[src/rtl/decoder_seq_pkg.sv]
// Shared constants and helpers for the sequenced N-to-2^N decoder.
package decoder_seq_pkg;

    localparam logic [1:0] ST_IDLE   = 2'd0;
    localparam logic [1:0] ST_DECODE = 2'd1;
    localparam logic [1:0] ST_SCAN   = 2'd2;

    localparam logic MODE_DECODE = 1'b0;
    localparam logic MODE_SCAN   = 1'b1;

    // Widest one-hot vector supported (SEL_W <= 8); callers cast down to NUM_OUT.
    function automatic logic [255:0] onehot(input logic [7:0] sel, input int unsigned num_out);
        logic [255:0] r;
        r = '0;
        if (32'(sel) < num_out) begin
            r[sel] = 1'b1;
        end
        return r;
    endfunction

endpackage

[src/rtl/decoder_scan_timer.sv]
// Dwell counter and line index for SCAN mode; idx/wrap present the values for the coming cycle.
module decoder_scan_timer #(
    parameter int unsigned DWELL   = 4,
    parameter int unsigned NUM_OUT = 4,
    parameter int unsigned IDX_W   = (NUM_OUT > 1) ? $clog2(NUM_OUT) : 1
) (
    input  logic             clk,
    input  logic             rst_n,
    input  logic             clear,
    input  logic             run,
    output logic [IDX_W-1:0] idx,
    output logic             wrap
);

    localparam int unsigned      DW_W       = (DWELL > 1) ? $clog2(DWELL) : 1;
    localparam logic [DW_W-1:0]  DWELL_LAST = DW_W'(DWELL - 1);
    localparam logic [IDX_W-1:0] IDX_LAST   = IDX_W'(NUM_OUT - 1);

    logic [DW_W-1:0]  dwell_q, dwell_d;
    logic [IDX_W-1:0] idx_q, idx_d;
    logic             wrap_d;

    always_comb begin
        dwell_d = dwell_q;
        idx_d   = idx_q;
        wrap_d  = 1'b0;
        if (clear) begin
            dwell_d = '0;
            idx_d   = '0;
        end else if (run) begin
            if (dwell_q == DWELL_LAST) begin
                dwell_d = '0;
                if (idx_q == IDX_LAST) begin
                    idx_d  = '0;
                    wrap_d = 1'b1;
                end else begin
                    idx_d = idx_q + 1'b1;
                end
            end else begin
                dwell_d = dwell_q + 1'b1;
            end
        end
    end

    always_ff @(posedge clk) begin
        if (!rst_n) begin
            dwell_q <= '0;
            idx_q   <= '0;
        end else begin
            dwell_q <= dwell_d;
            idx_q   <= idx_d;
        end
    end

    assign idx  = idx_d;
    assign wrap = wrap_d;

endmodule

[src/rtl/decoder_nto2n_seq.sv]
// Registered N-to-2^N one-hot decoder with handshake DECODE mode and self-timed SCAN mode.
// Define DECODER_SEQ_RANGE_CHK_EN to add the err out-of-range pulse output.
module decoder_nto2n_seq
    import decoder_seq_pkg::*;
#(
    parameter int unsigned SEL_W   = 2,
    parameter int unsigned NUM_OUT = 1 << SEL_W,
    parameter int unsigned DWELL   = 4
) (
    input  logic               clk,
    input  logic               rst_n,
    input  logic               en,
    input  logic               mode,
    input  logic               in_valid,
    output logic               in_ready,
    input  logic [SEL_W-1:0]   in_sel,
    output logic [NUM_OUT-1:0] out,
    output logic               out_valid,
    output logic               scan_wrap
`ifdef DECODER_SEQ_RANGE_CHK_EN
    ,
    output logic               err
`endif
);

    localparam int unsigned IDX_W = (NUM_OUT > 1) ? $clog2(NUM_OUT) : 1;

    logic [1:0]         state_q, state_d;
    logic [NUM_OUT-1:0] out_q, out_d;
    logic               wrap_q, wrap_d;
    logic               accept;
    logic               tmr_clear, tmr_run, tmr_wrap;
    logic [IDX_W-1:0]   tmr_idx;

    always_comb begin
        state_d = ST_IDLE;
        if (en) begin
            state_d = (mode == MODE_SCAN) ? ST_SCAN : ST_DECODE;
        end
    end

    assign in_ready = (state_q == ST_DECODE);
    assign accept   = in_valid & in_ready;

    // Timer is held cleared outside SCAN and on the entry edge, so every scan starts at line 0.
    assign tmr_run   = (state_q == ST_SCAN) && (state_d == ST_SCAN);
    assign tmr_clear = !tmr_run;

    decoder_scan_timer #(
        .DWELL   (DWELL),
        .NUM_OUT (NUM_OUT),
        .IDX_W   (IDX_W)
    ) u_timer (
        .clk   (clk),
        .rst_n (rst_n),
        .clear (tmr_clear),
        .run   (tmr_run),
        .idx   (tmr_idx),
        .wrap  (tmr_wrap)
    );

    always_comb begin
        out_d  = '0;
        wrap_d = 1'b0;
        case (state_d)
            ST_DECODE: begin
                if (state_q != ST_DECODE) begin
                    out_d = '0;
                end else if (accept) begin
                    out_d = NUM_OUT'(onehot(8'(in_sel), NUM_OUT));
                end else begin
                    out_d = out_q;
                end
            end
            ST_SCAN: begin
                out_d  = NUM_OUT'(onehot(8'(tmr_idx), NUM_OUT));
                wrap_d = tmr_wrap;
            end
            default: out_d = '0;
        endcase
    end

    always_ff @(posedge clk) begin
        if (!rst_n) begin
            state_q <= ST_IDLE;
            out_q   <= '0;
            wrap_q  <= 1'b0;
        end else begin
            state_q <= state_d;
            out_q   <= out_d;
            wrap_q  <= wrap_d;
        end
    end

`ifdef DECODER_SEQ_RANGE_CHK_EN
    logic err_q, err_d;

    assign err_d = accept && (state_d == ST_DECODE) && (32'(in_sel) >= NUM_OUT);

    always_ff @(posedge clk) begin
        if (!rst_n) begin
            err_q <= 1'b0;
        end else begin
            err_q <= err_d;
        end
    end

    assign err = err_q;
`endif

    assign out       = out_q;
    assign out_valid = |out_q;
    assign scan_wrap = wrap_q;

endmodule

[config.mk]
export PLATFORM = sky130hd
export DESIGN_NAME = decoder_nto2n_seq
export DESIGN_NICKNAME = d
export VERILOG_FILES = /design/src/rtl/decoder_seq_pkg.sv /design/src/rtl/decoder_scan_timer.sv /design/src/rtl/decoder_nto2n_seq.sv
export SDC_FILE = /design/constraint.sdc
export NUM_CORES = 1
export LEC_CHECK = 0
export CAP_MARGIN = 20
export CORE_AREA = 5 5 42 44
export CTS_CLUSTER_DIAMETER = 150
export CTS_CLUSTER_SIZE = 10
export DETAILED_ROUTE_END_ITERATION = 12
export DIE_AREA = 0 0 47 49
export DONT_BUFFER_PORTS = 1
export HOLD_SLACK_MARGIN = 0.06
export SLEW_MARGIN = 20
export SYNTH_ARGS = -nofsm -noshare
export SYNTH_HDL_FRONTEND = slang
export SYNTH_SLANG_ARGS = --single-unit
[constraint.sdc]
create_clock -name clk -period 1.9 [get_ports clk]
set_input_delay 0.19 -clock clk [delete_from_list [all_inputs] [get_ports clk]]
set_output_delay 0.19 -clock clk [all_outputs]
set_load 0.02 [all_outputs]
# After elaboration in Yosys (flattened, before gate mapping)
# Cells that the tools add are included.
# Widths: inputs -> output; s select.
[totals] reg_bits=11 out_inout_bits=7 in_bits=7 wordCells=41
[classes] eq_ne=8 bitwise_logic=3 order_cmp=4 n_addsub=2 reduce_logical=6 n_mux=13
[ops] operator="$lt 2x9->1 const B" count=2
[ops] operator="$mux 2" count=5
[ops] operator="$eq 2x2->1 const B" count=4
[ops] operator="$mux 4" count=2
[ops] operator="$pmux 4 s2" count=1
[ops] operator="$add 2x1->2 const B" count=2
[ops] operator="$demux 1 s2" count=2
[ops] operator="$eq 2x1->1 const B" count=2
[ops] operator="$ge 2x1->1 const B" count=2
[ops] operator="$reduce_and 4->1" count=1
[ops] operator="$reduce_or 4->1" count=1
[ops] operator="$logic_and 1x1->1" count=3
[ops] operator="$mux 1" count=3
[ops] operator="$ne 3x3->1 const B" count=1
[ops] operator="$reduce_or 3->1" count=1
[ops] operator="$ne 2x1->1 const B" count=1
[ops] operator="$not 1->1" count=2
[ops] operator="$and 1x1->1" count=1

# Longest topological paths before layout
[logic_depth] depth_word=10 ltp_mapped=5 mapped_depth_nobuf=4

# Cells and area by module
# Synthesis repeated with hierarchy kept, for this count alone.
[hier_totals] hier_cells=55 area_unflattened_um2=565.5
[modules_own_cells] mod="decoder_nto2n_seq" instances=1 area_each_um2=342.8 cells_each=33
[modules_own_cells] mod="decoder_scan_timer" instances=1 area_each_um2=222.7 cells_each=22

# Worst setup path before layout
# OpenSTA, ideal clock, no wires.
[synth_path] kind="reg2reg" start="register u_timer.dwell_q[0]" end="register out_q[0] (netlist: out[0])" stages_incl_launch_ff=6 setup_time_ns=0.079 slack_ns=0.253 arrival_time_ns=1.568 synth_period_minus_slack_ns=1.647 required_ns=1.821 path_cell_list="dfxtp_1 ha_1 buf_6 mux2_4 or4_4 a211oi_2"
[synth_between] elab_chain_cells=8
[synth_lines] item="start: declaration" line_no="decoder_scan_timer.sv:19" source="logic [DW_W-1:0] dwell_q, dwell_d;"
[synth_lines] item="start signal: assignment" line_no="decoder_scan_timer.sv:50" source="dwell_q <= dwell_d;"
[synth_lines] item="$eq 2x2->1 (*)" line_no="decoder_scan_timer.sv:31" source="if (dwell_q == DWELL_LAST) begin"
[synth_lines] item="$mux 2 (*)" line_no="decoder_scan_timer.sv:31"
[synth_lines] item="$mux 2 (*)" line_no="decoder_scan_timer.sv:27" source="if (clear) begin"
[synth_lines] item="$lt 2x9->1 (implied by the code) / $ge 2x1->1 (equally long branches)" line_no="decoder_seq_pkg.sv:16" source="r[sel] = 1'b1;"
[synth_lines] item="$logic_and 1x1->1 (implied by the code)" line_no="decoder_seq_pkg.sv:16"
[synth_lines] item="$mux 1 (implied by the code)" line_no="decoder_seq_pkg.sv:16"
[synth_lines] item="$demux 1 s2 (*)" line_no="decoder_seq_pkg.sv:16"
[synth_lines] item="$pmux 4 s2 (*)" line_no="decoder_nto2n_seq.sv:65" source="case (state_d)"
[synth_lines] item="end signal: assignment" line_no="decoder_nto2n_seq.sv:90" source="out_q <= out_d;"
[synth_lines] item="end: declaration" line_no="decoder_nto2n_seq.sv:29" source="logic [NUM_OUT-1:0] out_q, out_d;"
# Every way passes the cells marked *; elsewhere a longest branch is shown, timed or not.
# A chain may end at the register's enable or synchronous reset.

# Final worst setup path
# Same ends and word-level chain as after synthesis.

==> metrics.json <==
{
  "outcome": {
    "run_status": "finished clean"
  },
  "grt": {
    "grt_first_pass_wirelength_um": 1590,
    "grtUsageTotal_pct": 10.1,
    "globalRouteOverflowTotal": 0,
    "grt_pass1_vias": 399,
    "pin_count_of_the_biggest_net_entering_global_routing": 8,
    "antenna_found_initial": 0
  },
  "setup_path": {
    "setup.worst_path.end_class": "register",
    "worstPathRequired_ns": 2.10,
    "timing.critical_path.cells": "ha_1, mux2_4, or4_4, a211oi_2",
    "worstPathArrival_ns": 1.93,
    "worst_setup_path_start_kind": "register",
    "slowest_delay_ns": 0.51,
    "timing.critical_path.slowest_stage_cell": "sky130_fd_sc_hd__or4_4",
    "path_class": "register to register",
    "crit_fanout": 7
  },
  "drt": {
    "wl_met2_um": 501,
    "initialDrtViolationCount": 8,
    "avgViaCountPerCell": 5.46,
    "m1WireLength_um": 467,
    "num_vias": 437,
    "post-route-drc-count": 0,
    "drt_pre_antenna_iters": 4,
    "detail-route-antenna-nets": 0,
    "routed_wire_length_um": 1070,
    "routedWlPerCell_um": 13.4,
    "met3WireLength_um": 69,
    "top_layer": "met4"
  },
  "floorplanning": {
    "core.rowCount": 14,
    "floorplan.initialDensity_pct": 38.3,
    "core-area_sq_um": 1400,
    "floorplan.die.height_um": 49,
    "die_footprint_sq_um": 2300,
    "boundaryPins": 14,
    "die_x_um": 47
  },
  "power_and_ir_drop": {
    "pwr_density_cell_nw_per_um2": 694,
    "total_leakage_power_nw": 0.240,
    "maximum_resistive_drop_on_vdd_v": 0.000314,
    "totalPowerFinal_w": 0.000430
  },
  "final_layout": {
    "layout.nets": 74,
    "fill_cells": 149,
    "insertedDiodeCount": 0,
    "commonest_cells_after_routing_fill_and_taps_aside": "sky130_fd_sc_hd__dfxtp_1 (11), sky130_fd_sc_hd__nor2_1 (10), sky130_fd_sc_hd__nand2_1 (4), sky130_fd_sc_hd__dlygate4sd3_1 (4)",
    "most_frequent_standard_cell_in_the_layout_excluding_fill_and_tap_cells": "sky130_fd_sc_hd__dfxtp_1",
    "final_cell_area_sq_um": 619,
    "post_route_cells_drive_above_1_share_pct": 15.6,
    "syn2layout_area_growth_pct": 15.4
  },
  "synth": {
    "postSynthRegisterBits": 11,
    "netlist-cell-type-count": 25,
    "synth_fp_nets": 65,
    "synth-warning-count": 0,
    "synth_area_per_cell_sq_um": 9.59,
    "netlist.area_leader.share_pct": 41.0,
    "synth_enable_flop_cells": 0,
    "synth_flop_cell": "sky130_fd_sc_hd__dfxtp_1",
    "synthTopCellsByArea": "sky130_fd_sc_hd__dfxtp_1 (41%), sky130_fd_sc_hd__nor2_1 (7.0%), sky130_fd_sc_hd__ha_1 (4.7%), sky130_fd_sc_hd__nor2b_1 (3.5%), sky130_fd_sc_hd__a221oi_1 (3.3%)",
    "ys_async_sr_fraction_pct": 0,
    "syn_inst": 56,
    "netlist_area_sq_um": 537,
    "synth-seq-area-share_pct": 41.0,
    "library_cell_with_the_largest_summed_area_after_synthesis": "sky130_fd_sc_hd__dfxtp_1"
  },
  "sta": {
    "period_needed_ns": 1.73,
    "totalNegativeSetupSlack_ns": 0,
    "timing.max_slew.rel_slack_pct": 65.2,
    "timing.final.max_slew_violations": 0,
    "rsz_0062_raised_after_global_routing": "no",
    "tightest_slew_ns": 0.520,
    "finalHoldViolations": 0,
    "clock_skew_ns": 0.00592,
    "max_freq_ghz": 0.577,
    "setup_viol_count_final": 0,
    "final.period_utilization_pct": 91.2
  },
  "clocking": {
    "clk_root_buffer_cell": "sky130_fd_sc_hd__clkbuf_4",
    "cts_tree": "yes",
    "ctsLongestPathBuffers": 2,
    "clk_transition_reported_paths_ns": 0.07,
    "clkSinkCount": 11,
    "tritoncts.num_buffers": 3,
    "clkLatencyLatePin_ns": 0.27,
    "clock_tree.htree_level_count": 1
  },
  "place": {
    "place.port_buffers": 0,
    "hpwlAfterDp_um": 806,
    "placedInstanceArea_sq_um": 553,
    "place.gp.congestion": 0.699
  },
  "flow_run": {
    "max_cap_viol_count": 0
  },
  "worst_hold_path": {
    "hp-class": "input pin to register"
  }
}
==> final timing paths <==
kind,startpoint,end,slack (ns),cells after the start
max,u_timer.dwell_q[0],out[0],0.17,4
min,in_sel[1],out[3],0.09,2
max reg2reg,u_timer.dwell_q[0],out[0],0.17,4
min reg2reg,u_timer.dwell_q[0],u_timer.dwell_q[0],0.43,1
==> cell families (layout without fill, tap and decap cells) <==
family | count (synthesis) | in the layout | synth area share [%]
simple gates | 29 | 29 | 32.6
fa+ha+maj | 2 | 2 | 4.66
compound gates | 9 | 9 | 13.5
mux | 2 | 2 | 4.66
flops | 11 | 11 | 41.0
buf+inv | 3 | 11 | 3.50
==> worst max-delay path: cells and delay by family, from the launching register on <==
| kind | cells | cell delay [ns] |
|---|---|---|
| simple gates | 1 | 0.51 |
| compound gates | 1 | 0.17 |
| fa+ha+maj | 1 | 0.31 |
| mux | 1 | 0.34 |
| flops | 1 | 0.33 |
==> cells in the mapped netlist, types with 2 or more instances <==
library cell	instances
sky130_fd_sc_hd__nor3b_1	2
sky130_fd_sc_hd__a221oi_1	2
sky130_fd_sc_hd__nand2_1	4
sky130_fd_sc_hd__o211ai_1	2
sky130_fd_sc_hd__nor2_1	10
sky130_fd_sc_hd__inv_1	2
sky130_fd_sc_hd__dfxtp_1	11
sky130_fd_sc_hd__ha_1	2
sky130_fd_sc_hd__nor2b_1	3
sky130_fd_sc_hd__a311oi_1	2
sky130_fd_sc_hd__o21ai_0	2
==> cell type report <==
type / instances / area, sq um / area share (%)
tap: 16 / 20.0 / 3.23
inverter: 2 / 7.51 / 1.21
clock buffer: 4 / 26.3 / 4.24
timing repair buffer: 5 / 47.5 / 7.68
multi-input combinational: 42 / 298 / 48.1
sequential: 11 / 220 / 35.6
==> per-stage QoR <==
| stage | cells | hold WS [ns] | worst slack [ns] | utilization, % |
|---|---|---|---|---|
| finish | 80 | 0.0929 | 0.168 | 44.2 |
| global route | 80 | 0.0942 | 0.0535 | 44.2 |
| CTS | 79 | 0.0639 | 0.161 | 43.5 |
| detailed placement | 72 | 0.270 | 0.171 | 39.5 |
| global placement | 72 | 0.266 | 0.227 | 39.5 |
| floorplan | 56 | 0.262 | 0.253 | - |
==> routing by layer <==
layer,vias up,track usage (%)
met3,3,4.43
li1,226,-
met1,198,11.0
met5,-,0
met4,0,8.29
met2,10,14.5
==> repair_timing <==
item | 4_1_cts | 5_1_grt
endpoints found under the hold margin | 3 | 1
setup buffers | 0 | 0
gates resized for setup | 0 | 0
hold buffers | 3 | 1
==> sequential cells by signal, summed over array words and instances, names as in the netlist <==
register,count
state_q,2
u_timer.dwell_q,2
out,4
u_timer.idx_q,2
scan_wrap,1
==> report_power, final <==
group	leakage [nW]	switching (W)	internal, W
combinational	0.136	0.0000137	0.0000163
sequential	0.0891	0.00000518	0.000234
clock	0.0150	0.0000795	0.0000814
total	0.240	0.0000984	0.000332
(Power assumes the default switching activity.)
